**config.mk**
```make
export PLATFORM = sky130hd
export DESIGN_NAME = semiring_systolic_array
export DESIGN_NICKNAME = d
export VERILOG_FILES = /design/src/rtl/semiring_pkg.sv /design/src/rtl/semiring_pe.sv /design/src/rtl/semiring_systolic_array.sv
export SDC_FILE = /design/constraint.sdc
export NUM_CORES = 2
export LEC_CHECK = 0
export CAP_MARGIN = 20
export CORE_ASPECT_RATIO = 1.2
export CORE_UTILIZATION = 60
export DETAILED_ROUTE_END_ITERATION = 7
export MAX_ROUTING_LAYER = met4
export PLACE_DENSITY = 0.79
export SYNTH_ARGS = -nofsm -noshare
export SYNTH_HDL_FRONTEND = slang
export SYNTH_SLANG_ARGS = --single-unit
export TNS_END_PERCENT = 50
```
**constraint.sdc**
```tcl
create_clock -name clk -period 9.9 [get_ports clk]
set_clock_uncertainty 0.15 [all_clocks]
set_input_delay 2.475 -clock clk [delete_from_list [all_inputs] [get_ports clk]]
set_output_delay 2.475 -clock clk [all_outputs]
set_load 0.03 [all_outputs]
```
**src/rtl/semiring_pkg.sv**
```systemverilog
// Shared types and helpers for the semiring systolic array.
// SEMIRING_TROPICAL_EN enables the tropical min/plus semiring (mode 3).
package semiring_pkg;

  typedef enum logic [1:0] {
    SR_BOOL   = 2'd0,
    SR_MODMUL = 2'd1,
    SR_SAT    = 2'd2,
    SR_TROP   = 2'd3
  } sr_mode_e;

  typedef enum logic [1:0] {
    ST_IDLE  = 2'd0,
    ST_FEED  = 2'd1,
    ST_DRAIN = 2'd2,
    ST_OUT   = 2'd3
  } sr_state_e;

  localparam int unsigned SR_MAX_W = 64;

  // Without the tropical build, mode 3 folds onto plain modular add/mul.
  function automatic sr_mode_e sr_effective_mode(input sr_mode_e mode);
`ifdef SEMIRING_TROPICAL_EN
    return mode;
`else
    return (mode == SR_TROP) ? SR_MODMUL : mode;
`endif
  endfunction

  // Additive identity: all-ones for min/plus, zero otherwise.
  function automatic logic [SR_MAX_W-1:0] sr_zero(input sr_mode_e mode, input int unsigned w);
    logic [SR_MAX_W-1:0] v;
    v = '0;
    if (sr_effective_mode(mode) == SR_TROP) begin
      for (int unsigned i = 0; i < SR_MAX_W; i++) v[i] = (i < w);
    end
    return v;
  endfunction

  // Multiplicative annihilator; coincides with the additive identity here.
  function automatic logic [SR_MAX_W-1:0] sr_annihilator(input sr_mode_e mode, input int unsigned w);
    return sr_zero(mode, w);
  endfunction

endpackage

```
**src/rtl/semiring_pe.sv**
```systemverilog
// One processing element: forwards a right and b down, folds a (x) b into acc.
// The tropical ALU exists only when SEMIRING_TROPICAL_EN is defined.
module semiring_pe
  import semiring_pkg::*;
#(
  parameter int W = 8
) (
  input  logic         clk,
  input  logic         rst_n,
  input  logic         clr,
  input  logic         adv,
  input  sr_mode_e     mode,
  input  logic [W-1:0] clr_val,
  input  logic [W-1:0] a_in,
  input  logic [W-1:0] b_in,
  output logic [W-1:0] a_out,
  output logic [W-1:0] b_out,
  output logic [W-1:0] acc
);

  logic [W-1:0]   a_q, b_q, acc_q, acc_next;
  logic [2*W-1:0] prod;
  logic [W-1:0]   prod_sat;
  logic [W:0]     sat_sum;

  assign prod     = {{W{1'b0}}, a_in} * {{W{1'b0}}, b_in};
  assign prod_sat = (|prod[2*W-1:W]) ? '1 : prod[W-1:0];
  assign sat_sum  = {1'b0, acc_q} + {1'b0, prod_sat};

`ifdef SEMIRING_TROPICAL_EN
  logic [W:0]   trop_sum;
  logic [W-1:0] trop_sat;
  assign trop_sum = {1'b0, a_in} + {1'b0, b_in};
  assign trop_sat = trop_sum[W] ? '1 : trop_sum[W-1:0];
`endif

  // NOTE: acc_next gets a value on every path (default first), so no latch is inferred.
  always_comb begin
    acc_next = acc_q + prod[W-1:0];
    case (mode)
      SR_BOOL: acc_next = acc_q | (a_in & b_in);
      SR_SAT:  acc_next = sat_sum[W] ? '1 : sat_sum[W-1:0];
`ifdef SEMIRING_TROPICAL_EN
      SR_TROP: acc_next = (trop_sat < acc_q) ? trop_sat : acc_q;
`endif
      default: acc_next = acc_q + prod[W-1:0];
    endcase
  end

  // NOTE: state uses non-blocking assignments so all PEs sample the old neighbour values.
  always_ff @(posedge clk or negedge rst_n) begin
    if (!rst_n) begin
      a_q   <= '0;
      b_q   <= '0;
      acc_q <= '0;
    end else if (clr) begin
      a_q   <= clr_val;
      b_q   <= clr_val;
      acc_q <= clr_val;
    end else if (adv) begin
      a_q   <= a_in;
      b_q   <= b_in;
      acc_q <= acc_next;
    end
  end

  assign a_out = a_q;
  assign b_out = b_q;
  assign acc   = acc_q;

endmodule

```
**src/rtl/semiring_systolic_array.sv**
```systemverilog
// N x N output-stationary systolic array over a selectable semiring.
// SEMIRING_TROPICAL_EN enables mode 3 (min/plus); otherwise mode 3 acts as mode 1.
module semiring_systolic_array
  import semiring_pkg::*;
#(
  parameter int N    = 4,
  parameter int W    = 8,
  parameter int KMAX = 16,
  localparam int KW  = $clog2(KMAX + 1)
) (
  input  logic           clk,
  input  logic           rst_n,
  input  logic           ena,
  input  logic           start,
  input  logic [1:0]     mode,
  input  logic [KW-1:0]  k_len,
  input  logic           in_valid,
  output logic           in_ready,
  input  logic [N*W-1:0] a_col,
  input  logic [N*W-1:0] b_row,
  output logic           out_valid,
  input  logic           out_ready,
  output logic [N*W-1:0] out_row,
  output logic           out_last,
  output logic           busy
);

  localparam int DW = $clog2(2 * N);
  localparam int RW = $clog2(N);

  sr_state_e     state;
  sr_mode_e      mode_q, mode_in;
  logic [KW-1:0] k_q, k_eff, beat_cnt;
  logic [DW-1:0] drain_cnt;
  logic [RW-1:0] row;
  logic          clr, adv, accept;
  logic [W-1:0]  clr_val, ann;

  assign mode_in = sr_effective_mode(sr_mode_e'(mode));
  assign clr     = ena && (state == ST_IDLE) && start;
  assign adv     = ena && ((state == ST_FEED) || (state == ST_DRAIN));
  assign accept  = ena && in_valid && in_ready;
  assign clr_val = W'(sr_zero(mode_in, W));
  assign ann     = W'(sr_annihilator(mode_q, W));

  always_comb begin
    k_eff = k_len;
    if (k_len == '0) k_eff = KW'(1);
    else if (k_len > KW'(KMAX)) k_eff = KW'(KMAX);
  end

  always_ff @(posedge clk or negedge rst_n) begin
    if (!rst_n) begin
      state     <= ST_IDLE;
      mode_q    <= SR_BOOL;
      k_q       <= '0;
      beat_cnt  <= '0;
      drain_cnt <= '0;
      row       <= '0;
    end else if (ena) begin
      case (state)
        ST_IDLE: if (start) begin
          state    <= ST_FEED;
          mode_q   <= mode_in;
          k_q      <= k_eff;
          beat_cnt <= '0;
        end
        ST_FEED: if (in_valid) begin
          if (beat_cnt == k_q - KW'(1)) begin
            state     <= ST_DRAIN;
            drain_cnt <= '0;
          end else begin
            beat_cnt <= beat_cnt + KW'(1);
          end
        end
        ST_DRAIN: begin
          // The last beat needs 2N-2 further hops to reach the far corner PE.
          if (drain_cnt == DW'(2 * N - 2)) begin
            state <= ST_OUT;
            row   <= '0;
          end else begin
            drain_cnt <= drain_cnt + DW'(1);
          end
        end
        ST_OUT: if (out_ready) begin
          if (row == RW'(N - 1)) state <= ST_IDLE;
          else row <= row + RW'(1);
        end
        default: state <= ST_IDLE;
      endcase
    end
  end

  assign in_ready  = (state == ST_FEED);
  assign out_valid = (state == ST_OUT);
  assign out_last  = out_valid && (row == RW'(N - 1));
  assign busy      = (state != ST_IDLE);

  // Edge busses: a_bus[i][j] enters PE(i,j) from the left, b_bus[i][j] from above.
  logic [W-1:0] a_bus [N][N+1];
  logic [W-1:0] b_bus [N+1][N];
  logic [W-1:0] acc   [N][N];
  logic [W-1:0] a_inj [N];
  logic [W-1:0] b_inj [N];

  // Idle feed cycles inject the annihilator so the accumulators are untouched.
  always_comb begin
    for (int i = 0; i < N; i++) begin
      a_inj[i] = accept ? a_col[i*W +: W] : ann;
      b_inj[i] = accept ? b_row[i*W +: W] : ann;
    end
  end

  for (genvar gi = 0; gi < N; gi++) begin : g_skew
    if (gi == 0) begin : g_direct
      assign a_bus[gi][0] = a_inj[gi];
      assign b_bus[0][gi] = b_inj[gi];
    end else begin : g_pipe
      logic [W-1:0] a_pipe [gi];
      logic [W-1:0] b_pipe [gi];
      // NOTE: the skew pipes are small register chains, not RAM, so they reset like any flop.
      always_ff @(posedge clk or negedge rst_n) begin
        if (!rst_n) begin
          for (int d = 0; d < gi; d++) begin
            a_pipe[d] <= '0;
            b_pipe[d] <= '0;
          end
        end else if (clr) begin
          for (int d = 0; d < gi; d++) begin
            a_pipe[d] <= clr_val;
            b_pipe[d] <= clr_val;
          end
        end else if (adv) begin
          a_pipe[0] <= a_inj[gi];
          b_pipe[0] <= b_inj[gi];
          for (int d = 1; d < gi; d++) begin
            a_pipe[d] <= a_pipe[d-1];
            b_pipe[d] <= b_pipe[d-1];
          end
        end
      end
      assign a_bus[gi][0] = a_pipe[gi-1];
      assign b_bus[0][gi] = b_pipe[gi-1];
    end
  end

  for (genvar gi = 0; gi < N; gi++) begin : g_row
    for (genvar gj = 0; gj < N; gj++) begin : g_col
      semiring_pe #(.W(W)) u_pe (
        .clk     (clk),
        .rst_n   (rst_n),
        .clr     (clr),
        .adv     (adv),
        .mode    (mode_q),
        .clr_val (clr_val),
        .a_in    (a_bus[gi][gj]),
        .b_in    (b_bus[gi][gj]),
        .a_out   (a_bus[gi][gj+1]),
        .b_out   (b_bus[gi+1][gj]),
        .acc     (acc[gi][gj])
      );
    end
  end

  logic unused_edges;
  always_comb begin
    unused_edges = 1'b0;
    for (int i = 0; i < N; i++) unused_edges = unused_edges ^ (^a_bus[i][N]) ^ (^b_bus[N][i]);
  end

  always_comb begin
    out_row = '0;
    if (out_valid) begin
      for (int j = 0; j < N; j++) out_row[j*W +: W] = acc[row][j];
    end
  end

endmodule

```
; ---- Word-level counts from Yosys, hierarchy flattened
; Index checks and enable logic that the tools add are counted.
[totals]
output_inout_bits = 36
ff_bits = 435
inputBits = 77
wordCells = 380
[classes]
n_addsub = 36
reduce_logical = 36
bitwise_logic = 33
mux = 178
mul = 16
n_eq_ne = 21
n_lt_le_gt_ge = 2
[ops]
columns = cell, n
row1 = $mux W8, 126
row2 = $mul A8 B8 Y16, 16
row3 = $pmux W8 S2, 16
row4 = $add A8 B8 Y9, 16
row5 = $add A8 B8 Y8, 16
row6 = $and A8 B8 Y8, 16
row7 = $or A8 B8 Y8, 16
row8 = $reduce_or A8 Y1, 16
row9 = $mux W24, 4
row10 = $mux W32, 3
row11 = $bmux W32 S2, 1
row12 = $mux W16, 4
row13 = $mux W5, 5
row14 = $mux W2, 12
row15 = $eq A2 B2 Y1 const B, 9
row16 = $reduce_and A5 Y1, 3
row17 = $ne A2 B2 Y1 const B, 5
row18 = $pmux W5 S2, 1
row19 = $reduce_bool A2 Y1, 5
row20 = $mux W3, 3
row21 = $ne A2 B1 Y1 const B, 4
row22 = $pmux W2 S4, 1
row23 = $reduce_and A7 Y1, 1
row24 = $logic_and A1 B1 Y1, 6
row25 = 16 further kinds, 17

; ---- Depth between registers and ports, before layout
[depth]
ltp_word = 13
mapped_depth = 32
depth_no_buf = 29

; ---- Cells and area by module
; A second synthesis with hierarchy kept.
[unflattened]
cells_unflattened = 8339
area_unflattened_um2 = 72044.1
[modules_own_cells]
columns = module, instances, area_each_um2, seq_area_each_um2, cells_per_inst
row1 = semiring_pe (g_row[0].g_col[0].u_pe ...), 7, 4160.2, 600.6, 494
row2 = semiring_pe (g_row[2].g_col[0].u_pe ...), 3, 4186.5, 600.6, 501
row3 = semiring_pe (g_row[3].g_col[0].u_pe ...), 3, 4076.4, 600.6, 487
row4 = semiring_systolic_array, 1, 5701.7, 2877.8, 441
row5 = semiring_pe (g_row[2].g_col[3].u_pe), 1, 4217.8, 600.6, 507
row6 = semiring_pe (g_row[3].g_col[3].u_pe), 1, 4155.2, 600.6, 493
row7 = semiring_pe (g_row[1].g_col[3].u_pe), 1, 4058.9, 600.6, 476

; ---- Worst setup path after synthesis
; OpenSTA, ideal clock, no wires.
[synth_path]
path_kind = input to register
startpoint = input port ena
endpoint = register g_row[0].g_col[0].u_pe.acc_q[6]
t_arrival_ns = 9.473
path_buffers = 4
slack_ns = 0.132
setup_time_ns = 0.144
t_required_ns = 9.606
stages = 27
cell_sequence = clkbuf_1 -> and3_1 -> clkbuf_1 -> clkbuf_1 -> clkbuf_1 -> nand3_1 -> fa_1 -> fa_1 -> fa_1 -> fa_1 -> inv_1 -> ha_1 -> or2_1 -> a2111oi_0 -> a31oi_1 -> a2111oi_0 -> and3_1 -> nand2_1 -> ha_1 -> fa_1 -> a21o_1 -> a21oi_1 -> o21bai_1 -> a2111oi_0 -> nor3_1 -> o21ai_0 -> o221ai_1
[synth_between]
elab_chain_cells = 11
word_cells_on_any_way = 19
classes_between = 2 x add/sub / 1 x mul / 7 x mux / 2 x bitwise / 7 x reduce/logical
[synth_lines]
columns = element, line_no
row1 = "start, declared", semiring_systolic_array.sv:13  ; input logic ena,
row2 = $logic_and A1 B1 Y1 (2 in a row), semiring_systolic_array.sv:42  ; assign accept = ena && in_valid && in_ready;
row3 = $mux W8 (on tied branches), "semiring_systolic_array.sv:109, semiring_systolic_array.sv:110"
row4 = $mul A8 B8 Y16, semiring_pe.sv:26  ; assign prod = {{W{1'b0}}, a_in} * {{W{1'b0}}, b_in};
row5 = $reduce_or A8 Y1, semiring_pe.sv:27  ; assign prod_sat = (|prod[2*W-1:W]) ? '1 : prod[W-1:0];
row6 = $mux W8, semiring_pe.sv:27
row7 = $add A8 B8 Y9, semiring_pe.sv:28  ; assign sat_sum = {1'b0, acc_q} + {1'b0, prod_sat};
row8 = $mux W8, semiring_pe.sv:42  ; SR_SAT: acc_next = sat_sum[W] ? '1 : sat_sum[W-1:0];
row9 = $pmux W8 S2, semiring_pe.sv:40  ; case (mode)
row10 = $mux W8, semiring_pe.sv:60  ; end else if (adv) begin
row11 = $mux W8, semiring_pe.sv:56  ; end else if (clr) begin
row12 = "end signal, assigned", semiring_pe.sv:59  ; acc_q <= clr_val;
row13 = "end signal, assigned", semiring_pe.sv:63  ; acc_q <= acc_next;
row14 = "end, declared", semiring_pe.sv:21  ; logic [W-1:0] a_q, b_q, acc_q, acc_next;
; Several ways; a longest one is shown, not always the timed one. The select of a mux whose other input is x is not followed.
; A chain may end at the register's enable or synchronous reset.

; ---- Final worst setup path
[layout_path]
startpoint = input port ena
endpoint = register g_row[0].g_col[0].u_pe.acc_q[2]
; The elaborated chain is that of the path after synthesis.

==> results.sh <==
export IMPL_status="complete, no violations"
export IMPL_holdPathEnd="b_bus[138]"
export IMPL_io_buffers=112
export IMPL_yosysUniqueCellTypes=89
export IMPL_synth_edf_count=0
export IMPL_critPathSlowestCell="fa_1"
export IMPL_rows=130
export IMPL_crit_fanout=9
export IMPL_htree_levels=2
export IMPL_p_leak_nw=35.4
export IMPL_dpl_cell_count=8365
export IMPL_fin_cells=8463
export IMPL_vias=52600
export IMPL_die_h_um=359
export IMPL_drc=0
export IMPL_yosysSeqAreaShare=0.171
export IMPL_clkTransAtPathRegs_ns=0.06
export IMPL_slowest_delay_ns=0.55
export IMPL_insertedDiodeCount=0
export IMPL_reg2reg_slack_ns=1.86
export IMPL_dieArea_um2=108000
export IMPL_drt_wl_total_um=172000
export IMPL_synth_flop_cell="dfrtp_1"
export IMPL_hold_depth=1
export IMPL_worstReg2RegEnd="g_row[0].g_col[0].u_pe.acc[2]"
export IMPL_ant_nets=0
export IMPL_ctsHoldBuffers=0
export IMPL_syn_mean_instance_area_um2=8.97
export IMPL_overflow=0
export IMPL_hold_viol=0
export IMPL_critPathRequiredTime_ns=10.23
export IMPL_finalMaxSlewViolations=0
export IMPL_synth_area_um2=63800
export IMPL_post_cts_buffers=0
export IMPL_cts_buffer_depth=3
export IMPL_place_area_um2=66100
export IMPL_worst_hold_slack_ns=0.348
export IMPL_irDropWorstVdd_mv=0.336
export IMPL_cpMostUsedCell="fa_1"
export IMPL_root_buffer="clkbuf_16"
export IMPL_critical_path_arrival_ns=9.91
export IMPL_dp_hpwl_um=130000
export IMPL_worstReg2RegStart="state[1]"
export IMPL_fin_util=0.647
export IMPL_period_share=0.968
export IMPL_max_freq_mhz=104
export IMPL_rsz0062_at_grt="false"
export IMPL_p_total_mw=9.67
export IMPL_place_congestion=0.956
export IMPL_grt_pass1_wl_um=282000
export IMPL_die_width_um=300
export IMPL_grt_max_degree=194
export IMPL_cts_sinks=435
export IMPL_drtIter0Drc=3752
export IMPL_vias_per_cell=6.21
export IMPL_netlist_instances=7108
export IMPL_ys_warn_count=0
export IMPL_criticalPathCategory="in2reg"
export IMPL_final_nets=8559
export IMPL_clk_latency_ns=0.65
export IMPL_core_um2=105000
export IMPL_start_util=0.607
export IMPL_slew_headroom=0.0309
export IMPL_synthesis_nets=8634
export IMPL_track_usage=0.334
export IMPL_drv_cap=0
export IMPL_finalSetupViolCount=0
export IMPL_worstMarginPinSlew_ns=1.45
export IMPL_antenna_found_initial=2
export IMPL_cts_tree="done"
export IMPL_cts_buffers=52
export IMPL_io_pins=113
export IMPL_grt_pass1_vias=54500
export IMPL_hp_start="g_skew[2].g_pipe.b_pipe[10]"
export IMPL_reg2reg_depth=29
export IMPL_start_kind="primary input"
export IMPL_ys_seq_elements=435
export IMPL_areaGrowthSynthToFinish_pct=6.70
export IMPL_design_area_um2=68000
export IMPL_wl_per_cell_um=20.3
export IMPL_cp_end_kind="register"
export IMPL_async_flop_share=1.00
export IMPL_powerDensity_nw_per_um2=142
export IMPL_min_path_type="reg2reg"
export IMPL_firstDrtPassIters=6
export IMPL_fin_crit_ns=9.58
export IMPL_drive_above_1_share=0.0389
export IMPL_nFillCells=8679
[routing by layer]
metal	up-vias	global-route usage	routed length, um
met1	26100	0.407	68700
met2	1815	0.554	83100
li1	24200	-	-
met5	-	-	0
met3	495	0.0302	10300
met4	0	0.164	9630
[power breakdown]
part           leakage [nW]  internal, mW  switching, mW
sequential             5.99          2.21           1.17
clock                 0.896          1.24          0.892
combinational          28.5          1.63           2.53
[worst max-delay path, delay by kind of cell]
family	cells	cell delay [ns]
adders and majority gates	7	3.06
AOI/OAI and AO/OA	10	2.29
and+or+nand+nor	7	1.13
buffers and inverters	4	0.90
[layout make-up]
class,count,area [um2],share of cell area
Clock buffer,62,1410,0.0207
Tap cell,1386,1730,0.0255
Inverter,938,3520,0.0518
Clock inverter,36,449,0.00660
Timing Repair Buffer,204,1870,0.0274
Multi-Input combinational cell,5402,48200,0.708
Sequential cell,435,10900,0.160
[metrics by stage]
step / TNS [ns] / setup slack, ns
3_5_place_dp: -3.82 / -0.579
5_1_grt: 0 / 0.0248
3_3_place_gp: -2.42 / -0.378
2_1_floorplan: 0 / 0.132
4_1_cts: 0 / 0.0820
6_report: 0 / 0.321
[timing repair]
action	in CTS	in global routing
setup endpoints to repair	0	7
hold endpoints to repair	0	0
resized for setup	0	8
[synthesized netlist by cell type (155+ instances only)]
library cell,count,area (um2)
inv_1,938,3520
ha_1,841,10500
and2_1,767,4800
fa_1,608,12200
nand2_1,453,1700
dfrtp_1,435,10900
clkbuf_1,318,1190
a21oi_1,310,1550
a22o_1,288,2520
nor2_1,267,1000
o21ai_0,215,1080
xnor2_1,162,1420
nor3_1,155,776
[worst max-delay path by stage]
stage               start                             to  slack, ns  cells after the start
floorplan             ena  g_row[0].g_col[0].u_pe.acc[6]       0.13                     27
global placement      ena  g_row[0].g_col[0].u_pe.acc[6]      -0.38                     28
detailed placement    ena  g_row[0].g_col[0].u_pe.acc[2]      -0.58                     28
CTS                   ena  g_row[0].g_col[0].u_pe.acc[2]       0.08                     28
global route          ena  g_row[0].g_col[0].u_pe.acc[2]       0.02                     28
finish                ena  g_row[0].g_col[0].u_pe.acc[2]       0.32                     28
[cells by family after synthesis]
group | after synthesis | synth area share
simple gates | 2080 | 0.173
compound gates | 1538 | 0.171
fa+ha+maj | 1449 | 0.356
buf+inv | 1271 | 0.0751
flops | 435 | 0.171
xor+xnor | 271 | 0.0372
mux | 64 | 0.0165
[layout by cell type, fill, tap and decap left out, types with 22 or more instances in the layout]
master,netlist,final
inv_1,938,938
ha_1,841,841
and2_1,767,764
fa_1,608,608
nand2_1,453,451
dfrtp_1,435,432
a21oi_1,310,310
a22o_1,288,288
nor2_1,267,264
o21ai_0,215,215
xnor2_1,162,162
nor3_1,155,154
a21o_1,114,114
clkdlybuf4s50_1,0,111
xor2_1,109,109
nand3_1,91,90
buf_4,0,88
nand2b_1,84,83
o211ai_1,54,54
clkbuf_16,0,53
o21bai_1,52,52
o21a_1,52,51
or3_1,50,50
and3_1,49,48
a211oi_1,43,42
a221o_1,41,41
nor2b_1,39,39
o221ai_1,36,36
o21ai_1,35,33
a311oi_1,32,32
a22oi_1,32,32
mux4_2,32,32
a31oi_1,30,30
or2_1,28,28
o31ai_1,25,25
o41ai_1,23,23
mux2i_1,22,22
nor3b_1,22,22
[sequential cells by signal, indices dropped and copies added (netlist names)]
register	cells
g_row.g_col.u_pe.acc	128
b_bus	16
g_skew.g_pipe.a_pipe	32
a_bus	16
state	2
mode_q	2
row	2
drain_cnt	3
g_row.g_col.u_pe.b_out	96
g_row.g_col.u_pe.a_out	96
k_q	5
beat_cnt	5
g_skew.g_pipe.b_pipe	32
Note: power is estimated with default switching activity, not from simulation.
